`src/rtl/dmem_arbiter.sv`:
```
// Round-robin two-port arbiter/sequencer in front of a single-port word-addressed data memory.
// Latency: gnt 1 cycle after req is sampled in IDLE, rvalid 3 cycles after; one access in flight.
// Backpressure: requesters hold req until gnt; requests outside IDLE simply wait.
module dmem_arbiter #(
    parameter int ADDR_W = 10,
    parameter int DATA_W = 32
) (
    input  logic              clk,
    input  logic              reset,
    input  logic              req0,
    input  logic              req1,
    input  logic              we0,
    input  logic              we1,
    input  logic [31:0]       addr0,
    input  logic [31:0]       addr1,
    input  logic [DATA_W-1:0] wdata0,
    input  logic [DATA_W-1:0] wdata1,
    output logic              gnt0,
    output logic              gnt1,
    output logic              rvalid0,
    output logic              rvalid1,
    output logic [DATA_W-1:0] rdata0,
    output logic [DATA_W-1:0] rdata1,
    output logic              err0,
    output logic              err1,
    output logic              mem_en,
    output logic              mem_we,
    output logic [ADDR_W-1:0] mem_addr,
    output logic [DATA_W-1:0] mem_wdata,
    input  logic [DATA_W-1:0] mem_rdata
);

    typedef enum logic [1:0] {IDLE, ISSUE, RDWAIT, RESP} state_t;

    state_t            state;
    logic              last_port;
    logic              win_q;
    logic              we_q;
    logic              inv_q;
    logic              en_q;
    logic              mwe_q;
    logic [ADDR_W-1:0] maddr_q;
    logic [DATA_W-1:0] mwdata_q;

    logic              win;
    logic              sel_we;
    logic [31:0]       sel_addr;
    logic [DATA_W-1:0] sel_wdata;
    logic              sel_inv;

    always_comb begin
        win       = (req0 & req1) ? ~last_port : req1;
        sel_we    = win ? we1 : we0;
        sel_addr  = win ? addr1 : addr0;
        sel_wdata = win ? wdata1 : wdata0;
        sel_inv   = (sel_addr[1:0] != 2'b00) || (sel_addr[31:ADDR_W+2] != '0);
    end

    // Reset gates the strobe combinationally so a store caught in ISSUE never writes.
    assign mem_en    = en_q & ~reset;
    assign mem_we    = mem_en & mwe_q;
    assign mem_addr  = mem_en ? maddr_q : '0;
    assign mem_wdata = mem_en ? mwdata_q : '0;

    always_ff @(posedge clk) begin
        if (reset) begin
            state     <= IDLE;
            last_port <= 1'b1;
            win_q     <= 1'b0;
            we_q      <= 1'b0;
            inv_q     <= 1'b0;
            gnt0      <= 1'b0;
            gnt1      <= 1'b0;
            rvalid0   <= 1'b0;
            rvalid1   <= 1'b0;
            err0      <= 1'b0;
            err1      <= 1'b0;
            rdata0    <= '0;
            rdata1    <= '0;
            en_q      <= 1'b0;
            mwe_q     <= 1'b0;
            maddr_q   <= '0;
            mwdata_q  <= '0;
        end else begin
            gnt0     <= 1'b0;
            gnt1     <= 1'b0;
            rvalid0  <= 1'b0;
            rvalid1  <= 1'b0;
            err0     <= 1'b0;
            err1     <= 1'b0;
            en_q     <= 1'b0;
            mwe_q    <= 1'b0;
            maddr_q  <= '0;
            mwdata_q <= '0;
            case (state)
                IDLE: begin
                    if (req0 | req1) begin
                        win_q     <= win;
                        last_port <= win;
                        we_q      <= sel_we;
                        inv_q     <= sel_inv;
                        gnt0      <= ~win;
                        gnt1      <= win;
                        if (!sel_inv) begin
                            en_q     <= 1'b1;
                            mwe_q    <= sel_we;
                            maddr_q  <= sel_addr[ADDR_W+1:2];
                            mwdata_q <= sel_wdata;
                        end
                        // Store errors report with the grant; load errors wait for rvalid.
                        if (sel_we) begin
                            err0 <= ~win & sel_inv;
                            err1 <= win & sel_inv;
                        end
                        state <= ISSUE;
                    end
                end
                ISSUE: begin
                    state <= we_q ? IDLE : RDWAIT;
                end
                RDWAIT: begin
                    if (win_q) begin
                        rdata1  <= inv_q ? '0 : mem_rdata;
                        rvalid1 <= 1'b1;
                        err1    <= inv_q;
                    end else begin
                        rdata0  <= inv_q ? '0 : mem_rdata;
                        rvalid0 <= 1'b1;
                        err0    <= inv_q;
                    end
                    state <= RESP;
                end
                default: begin
                    state <= IDLE;
                end
            endcase
        end
    end

endmodule

```
`config.mk`:
```
export PLATFORM = sky130hd
export DESIGN_NAME = dmem_arbiter
export DESIGN_NICKNAME = d
export VERILOG_FILES = /design/src/rtl/dmem_arbiter.sv
export SDC_FILE = /design/constraint.sdc
export NUM_CORES = 1
export LEC_CHECK = 0
export CAP_MARGIN = 20
export CORE_MARGIN = 2
export CORE_UTILIZATION = 35
export DETAILED_ROUTE_END_ITERATION = 8
export GPL_TIMING_DRIVEN = 0
export HOLD_SLACK_MARGIN = 0.08
export PLACE_DENSITY = 0.81
export SLEW_MARGIN = 20
export SYNTH_ARGS = -nofsm -noshare
export SYNTH_HDL_FRONTEND = slang
export SYNTH_SLANG_ARGS = --single-unit
```
`constraint.sdc`:
```
create_clock -name clk -period 1.9 [get_ports clk]
set_input_delay 0.38 -clock clk [delete_from_list [all_inputs] [get_ports clk]]
set_output_delay 0.38 -clock clk [all_outputs]
set_load 0.05 [all_outputs]
```
* Word level (Yosys, flattened, before mapping)
Index checks and enable logic that the tools add are counted.
Storage, ports and cells: bits in registers 120, bits of input ports 166, output and inout bits 114, logic and storage cells 64
Cells by class: eq/ne operators 3, muxes and demuxes 21, bitwise logic cells 13, reductions and logical operators 10
Operators by type and width (count):
- $mux 32 | 4
- $reduce_bool 20->1 | 1
- $mux 1 | 11
- $mux 10 | 1
- $not 1->1 | 7
- $pmux 2 s3 | 1
- $reduce_and 2->1 | 3
- $and 1x1->1 | 5
- $mux 2 | 2
- $pmux 1 s2 | 2
- $reduce_or 4->1 | 1
- $reduce_or 3->1 | 1
- $eq 2x1->1 const B | 1
- $eq 2x2->1 const B | 1
- $logic_not 2->1 | 1
- $ne 2x2->1 const B | 1
- $reduce_bool 2->1 | 1
- $reduce_or 2->1 | 1
- $logic_or 1x1->1 | 1
- $or 1x1->1 | 1

* Logic depth before layout (Yosys ltp)
Gate-level depths: netlist of the first run.
depth in word-level cells 9, mapped depth 6, depth with buffers taken out 4

* Worst setup path after synthesis of the first run
Ideal clock, no wire load.
path kind input to output, start input port reset, end output port mem_wdata[22], arrival time 1.928 ns, data required time 1.520 ns, slack -0.408 ns, cell stages on the path 4, path buffers 2, path through buf_2 nor2b_1 clkbuf_1 and2_1
Between the ends: word-level cells in the longest chain between the ends 3
Ends and longest elaborated chain:
- start, declared | RTL line 9 | input logic reset,
- $not 1->1 | RTL line 60 | assign mem_en = en_q & ~reset;
- $and 1x1->1 | RTL line 60
- via mem_en | RTL line 26 | output logic mem_en,
- $mux 32 | RTL line 63 | assign mem_wdata = mem_en ? mwdata_q : '0;
- end, declared | RTL line 29 | output logic [DATA_W-1:0] mem_wdata,
The timed path passes the listed nets, and every way through them passes these cells.

* Final worst setup path of the first run
start register en_q, end output port mem_wdata[14]
Between the ends: word-level cells in the longest chain between the ends 2
Ends and longest elaborated chain:
- start, declared | RTL line 40 | logic en_q;
- start signal, assigned | RTL line 80 | en_q <= 1'b0;
- start signal, assigned | RTL line 91 | en_q <= 1'b0;
- start signal, assigned | RTL line 105 | en_q <= 1'b1;
- $and 1x1->1 | RTL line 60
- $mux 32 | RTL line 63
No other way between the ends.

==> results of run 1 <==
state kept, by name, indices dropped and copies added (netlist names):
signal,count
win_q,1
last_port,1
en_q,1
mwdata_q,32
err0,1
state,2
rdata1,32
rvalid1,1
gnt1,1
mwe_q,1
rdata0,32
maddr_q,10
rvalid0,1
inv_q,1
we_q,1
gnt0,1
err1,1
where the power goes:
part | switching [mW] | total [mW] | leakage [nW] | internal [mW]
combinational | 0.516 | 1.01 | 2.27 | 0.491
clock | 1.05 | 2.87 | 0.258 | 1.82
sequential | 0.0329 | 2.61 | 0.970 | 2.57
final timing paths:
check                 start            end  cells past startpoint
setup / recovery       en_q  mem_wdata[14]                      4
hold reg to reg   rdata1[8]      rdata1[8]                      2
hold / removal         req1       state[0]                      2
setup reg to reg   state[1]     rdata0[29]                      6
cells in the mapped netlist (2+ instances only):
library cell | number | area [um^2]
nor3_2 | 28 | 280
nor4_1 | 10 | 62.6
buf_2 | 14 | 70.1
nor2b_1 | 35 | 219
clkbuf_1 | 26 | 97.6
buf_6 | 3 | 33.8
a21oi_1 | 67 | 335
dfxtp_1 | 120 | 2400
nor2_1 | 13 | 48.8
nand4_1 | 2 | 12.5
mux2i_1 | 43 | 430
buf_4 | 2 | 15.0
a31o_2 | 2 | 17.5
nor3_1 | 15 | 75.1
and2_1 | 44 | 275
nand2_1 | 134 | 503
stage by stage:
stage               worst slack (ps)  hold WS, ps  cells  power [mW]  utilization (%)
global route                   -46.5          389   1061        6.73             60.6
finish                          49.3          375   1061        6.48             60.6
global placement                -834          441   1031        3.67             57.7
floorplan                       44.6          466    573        3.15                -
detailed placement              -889          447   1031        3.68             57.7
CTS                            -14.4          416   1059        6.53             60.3
final cells by class:
type / count / area share, %
timing repair buffer: 279 / 30.9
multi-input combinational: 408 / 28.8
sequential: 120 / 28.6
clock buffer: 23 / 5.56
buffer: 45 / 2.90
tap: 180 / 2.68
clock inverter: 5 / 0.595
inverter: 1 / 0.0446
timing repair:
| action | CTS | global route |
|---|---|---|
| setup endpoints to repair | 124 | 87 |
| endpoints found under the hold margin | 0 | 0 |
| resized for setup | 330 | 28 |
| gates cloned | 0 | 2 |
critical path: cells and delay by family (launching register included):
kind,cells,cell delay (ps)
buffers and inverters,2,350
DFF,1,340
and+or+nand+nor,2,370
logic make-up (layout without fill, tap and decap cells):
| group | count (synthesis) | in the layout | share of synthesized area, % |
|---|---|---|---|
| AND/OR/NAND/NOR | 286 | 287 | 30.2 |
| flip-flops | 120 | 120 | 48.1 |
| AO/OA/AOI/OAI | 78 | 78 | 8.58 |
| buffers and inverters | 46 | 353 | 4.41 |
| multiplexers | 43 | 43 | 8.63 |
metal layers:
metal	global-route usage, %	routed length (um)	up-vias
li1	-	-	2499
met1	24.0	6430	2267
met2	38.6	8450	186
met3	6.23	1120	27
met4	8.66	367	0
met5	0	0	-
==> flow_metrics.env, run 1 <==
export IMPL_detail_route_first_pass_iterations=4
export IMPL_finalMaxSlewViolations=0
export IMPL_drc_errors=0
export IMPL_globalplace_congestion=0.810
export IMPL_synthArstFlopShare_pct=0
export IMPL_htree_num_levels=4
export IMPL_max_slew_margin_pct=63.8
export IMPL_status="completed"
export IMPL_worst_setup_path_end_kind="output port"
export IMPL_postPlaceCellArea_mm2=0.00801
export IMPL_holdCritPathClass="in2reg"
export IMPL_regArea_mm2=0.00240
export IMPL_cts_tree="done"
export IMPL_synth_warnings=0
export IMPL_io_pins=280
export IMPL_syn_area_mm2=0.00499
export IMPL_antenna_found_initial=0
export IMPL_num_vias=4979
export IMPL_cts_hold_buf=0
export IMPL_cpMaxStageDelayCell="dfxtp_2"
export IMPL_crit_fanout=10
export IMPL_power_leakage_nw=3.50
export IMPL_worstSetupPathType="reg2out"
export IMPL_diodes=0
export IMPL_postSynthNetCount=739
export IMPL_yosysUniqueCellTypes=31
export IMPL_clkTransAtPathRegs_ps=60
export IMPL_clockBufferDepth=2
export IMPL_syn2layout_area_growth_pct=68.7
export IMPL_cp_cell_sequence="nor2b_4 > buf_4 > and2_1 > buf_6"
export IMPL_drv_cap=0
export IMPL_num_fill_cells=1256
export IMPL_rsz0062_at_grt="true"
export IMPL_drtIter0Drc=195
export IMPL_synth_edf_count=0
export IMPL_synth_seq_cells=120
export IMPL_max_freq_mhz=540
export IMPL_fp_dieW_um=123
export IMPL_tightest_slew_ps=546
export IMPL_setup_viol=0
export IMPL_cts_num_sinks=120
export IMPL_syn_instance_count=573
export IMPL_routedWlPerCell_um=15.4
export IMPL_critPathMaxStageDelay_ps=340
export IMPL_cp_required_ps=1520
export IMPL_layout_min_cycle_time_ps=1850
export IMPL_fin_tns_setup_ps=0
export IMPL_grt_total_usage_pct=21.6
export IMPL_finClkSkew_ps=8.44
export IMPL_r2r_slack_ps=180
export IMPL_cts_buffers=17
export IMPL_grt_pass1_vias=4927
export IMPL_powerDensity_mw_per_mm2=770
export IMPL_grt_pass1_wl_mm=24.9
export IMPL_fp_dieArea_mm2=0.0152
export IMPL_syn_area_per_cell_um2=8.71
export IMPL_rows=43
export IMPL_period_share_pct=97.4
export IMPL_initial_utilization_pct=35.9
export IMPL_io_buffers=278
export IMPL_finalHoldViolCount=0
export IMPL_synthFlopType="dfxtp_1"
export IMPL_grt_max_degree=17
export IMPL_final_common_cell="clkdlybuf4s50_1"
export IMPL_multi_input_area_mm2=0.00242
export IMPL_cts_root_buf="clkbuf_16"
export IMPL_die_y_um=123
export IMPL_clk_insertion_delay_late_ps=410
export IMPL_core_area_mm2=0.0139
export IMPL_crit_arrival_ps=1470
export IMPL_drt_wl_total_mm=16.4
export IMPL_ir_drop_v=0.000548
export IMPL_nets=1038
export IMPL_final_cell_mix="163 x clkdlybuf4s50_1, 134 x nand2_1, 119 x dfxtp_1"
export IMPL_cp_start_kind="flop"
export IMPL_overflow=0
export IMPL_dp_hpwl_mm=12.6
export IMPL_via_per_inst=4.69
export IMPL_final_cell_area_mm2=0.00842
export IMPL_layout_drive_gt1_share_pct=15.8
export IMPL_seq_area_frac_synth_pct=48.1
export IMPL_post_cts_setup_buffers=0
export IMPL_antenna_left=0
No activity file was read; power rests on OpenSTA's default activity.
==> run 2, diff against run 1 <==
SKIP_LAST_GASP = 1   (was default)
==> run 2 against run 1 <==
Net effect:
- clock power hardly changed
- cell area barely moved
- clock-buffer cell count stayed put
- combinational power hardly changed
- final cell count stayed put
- worst setup slack got worse by 19 ps
- clock skew grew 2.0 ps
- sequential share of layout area about the same
- power about the same
- sequential power about the same
- flip-flop and latch count is the same
- critical path type unchanged
==> flow_metrics.env, run 2 (synthesis results as in run 1) <==
export IMPL_cp_cell_sequence="nor2b_4 > buf_4 > and2_1 > buf_6"
export IMPL_post_cts_setup_buffers=0
export IMPL_worst_setup_path_end_kind="output port"
export IMPL_max_freq_mhz=535
export IMPL_setup_viol=0
export IMPL_dp_hpwl_mm=12.6
export IMPL_rows=43
export IMPL_overflow=0
export IMPL_cpMaxStageDelayCell="dfxtp_2"
export IMPL_nets=1038
export IMPL_worstSetupPathType="reg2out"
export IMPL_drv_cap=0
export IMPL_fin_tns_setup_ps=0
export IMPL_cp_required_ps=1520
export IMPL_period_share_pct=98.4
export IMPL_cp_start_kind="flop"
export IMPL_final_util_pct=60.7
export IMPL_layout_min_cycle_time_ps=1870
export IMPL_io_buffers=278
export IMPL_num_vias=4964
export IMPL_cts_num_sinks=120
export IMPL_critPathMaxStageDelay_ps=350
export IMPL_cts_tree="done"
export IMPL_rsz0062_at_grt="true"
export IMPL_die_y_um=123
export IMPL_initial_utilization_pct=35.9
export IMPL_diodes=0
export IMPL_finClkSkew_ps=10.4
export IMPL_core_area_mm2=0.0139
export IMPL_routedWlPerCell_um=15.4
export IMPL_clkTransAtPathRegs_ps=60
export IMPL_final_common_cell="clkdlybuf4s50_1"
export IMPL_final_cell_mix="163 x clkdlybuf4s50_1, 134 x nand2_1, 119 x dfxtp_1"
export IMPL_num_fill_cells=1251
export IMPL_htree_num_levels=4
export IMPL_grt_pass1_wl_mm=24.9
export IMPL_final_cell_area_mm2=0.00842
export IMPL_drt_wl_total_mm=16.3
export IMPL_fp_dieW_um=123
export IMPL_via_per_inst=4.68
export IMPL_ir_drop_v=0.000544
export IMPL_drtIter0Drc=183
export IMPL_antenna_found_initial=0
export IMPL_clockBufferDepth=2
export IMPL_postPlaceCellArea_mm2=0.00801
export IMPL_powerDensity_mw_per_mm2=769
export IMPL_cts_buffers=17
export IMPL_io_pins=280
export IMPL_drc_errors=0
export IMPL_grt_total_usage_pct=21.6
export IMPL_layout_drive_gt1_share_pct=15.8
export IMPL_antenna_left=0
export IMPL_globalplace_congestion=0.810
export IMPL_clk_insertion_delay_late_ps=410
export IMPL_syn2layout_area_growth_pct=68.8
export IMPL_detail_route_first_pass_iterations=4
export IMPL_crit_arrival_ps=1490
export IMPL_holdCritPathClass="in2reg"
export IMPL_grt_pass1_vias=4927
export IMPL_tightest_slew_ps=535
export IMPL_cts_root_buf="clkbuf_16"
export IMPL_largest_registers="mwdata_q x32, rdata0 x32, rdata1 x32"
export IMPL_finalMaxSlewViolations=0
export IMPL_fp_dieArea_mm2=0.0152
export IMPL_grt_max_degree=17
export IMPL_total_power_mw=6.48
export IMPL_finalHoldViolCount=0
export IMPL_max_slew_margin_pct=64.3
export IMPL_status="completed"
export IMPL_power_leakage_nw=3.50
export IMPL_dp_slack_ps=-889
export IMPL_fin_ws_ps=30.6
export IMPL_crit_fanout=10
==> run 2: cell count changes in the layout (fill, tap and decap cells not counted), sizes merged <==
cell / change
clkbuf: +1
buf: -1
==> run 2: critical path, delay by kind of cell, from the launching register on <==
family / cells / cell delay (ps)
and+or+nand+nor: 2 / 380
buffers and inverters: 2 / 360
DFF: 1 / 350
==> run 2: power by group <==
group	total (mW)	switching [mW]	internal (mW)
clock	2.87	1.04	1.82
sequential	2.61	0.0325	2.57
combinational	1.01	0.516	0.491
total	6.48	1.59	4.89
==> run 2: routing by layer <==
layer	up-vias	track usage, %	part of all wire [%]
li1	2497	-	-
met1	2264	24.0	39
met2	180	38.6	52
met3	23	6.23	6.9
met4	0	8.66	1.9
met5	-	0	0
==> run 2: per-stage QoR <==
step,hold slack (ps),instances
final,378,1061
after global routing,389,1061
after CTS,416,1059
after detailed placement,447,1031
after global placement,441,1031
after floorplan,466,573
==> run 2: worst paths after layout <==
check             start            end  slack (ps)  cells past startpoint
min reg2reg  rdata0[30]     rdata0[30]         450                      2
min                req1       state[0]         380                      2
max                en_q  mem_wdata[14]          30                      4
max reg2reg    state[1]     rdata0[29]         190                      6
==> run 2: timing repair <==
action | in CTS | in global routing
cloned | 0 | 2
hold buffers | 0 | 0
endpoints found under the setup margin | 124 | 87
resized for setup | 329 | 31
hold endpoints to repair | 0 | 0
==> run 2: final cells by class <==
cell class	count	area (um^2)	share of cell area, %
Clock inverter	5	50.0	0.594
Tap cell	180	225	2.67
Sequential cell	120	2400	28.5
Timing Repair Buffer	279	2610	30.9
Multi-Input combinational cell	408	2420	28.7
Inverter	1	3.75	0.0446
Buffer	45	248	2.94
Clock buffer	23	468	5.55
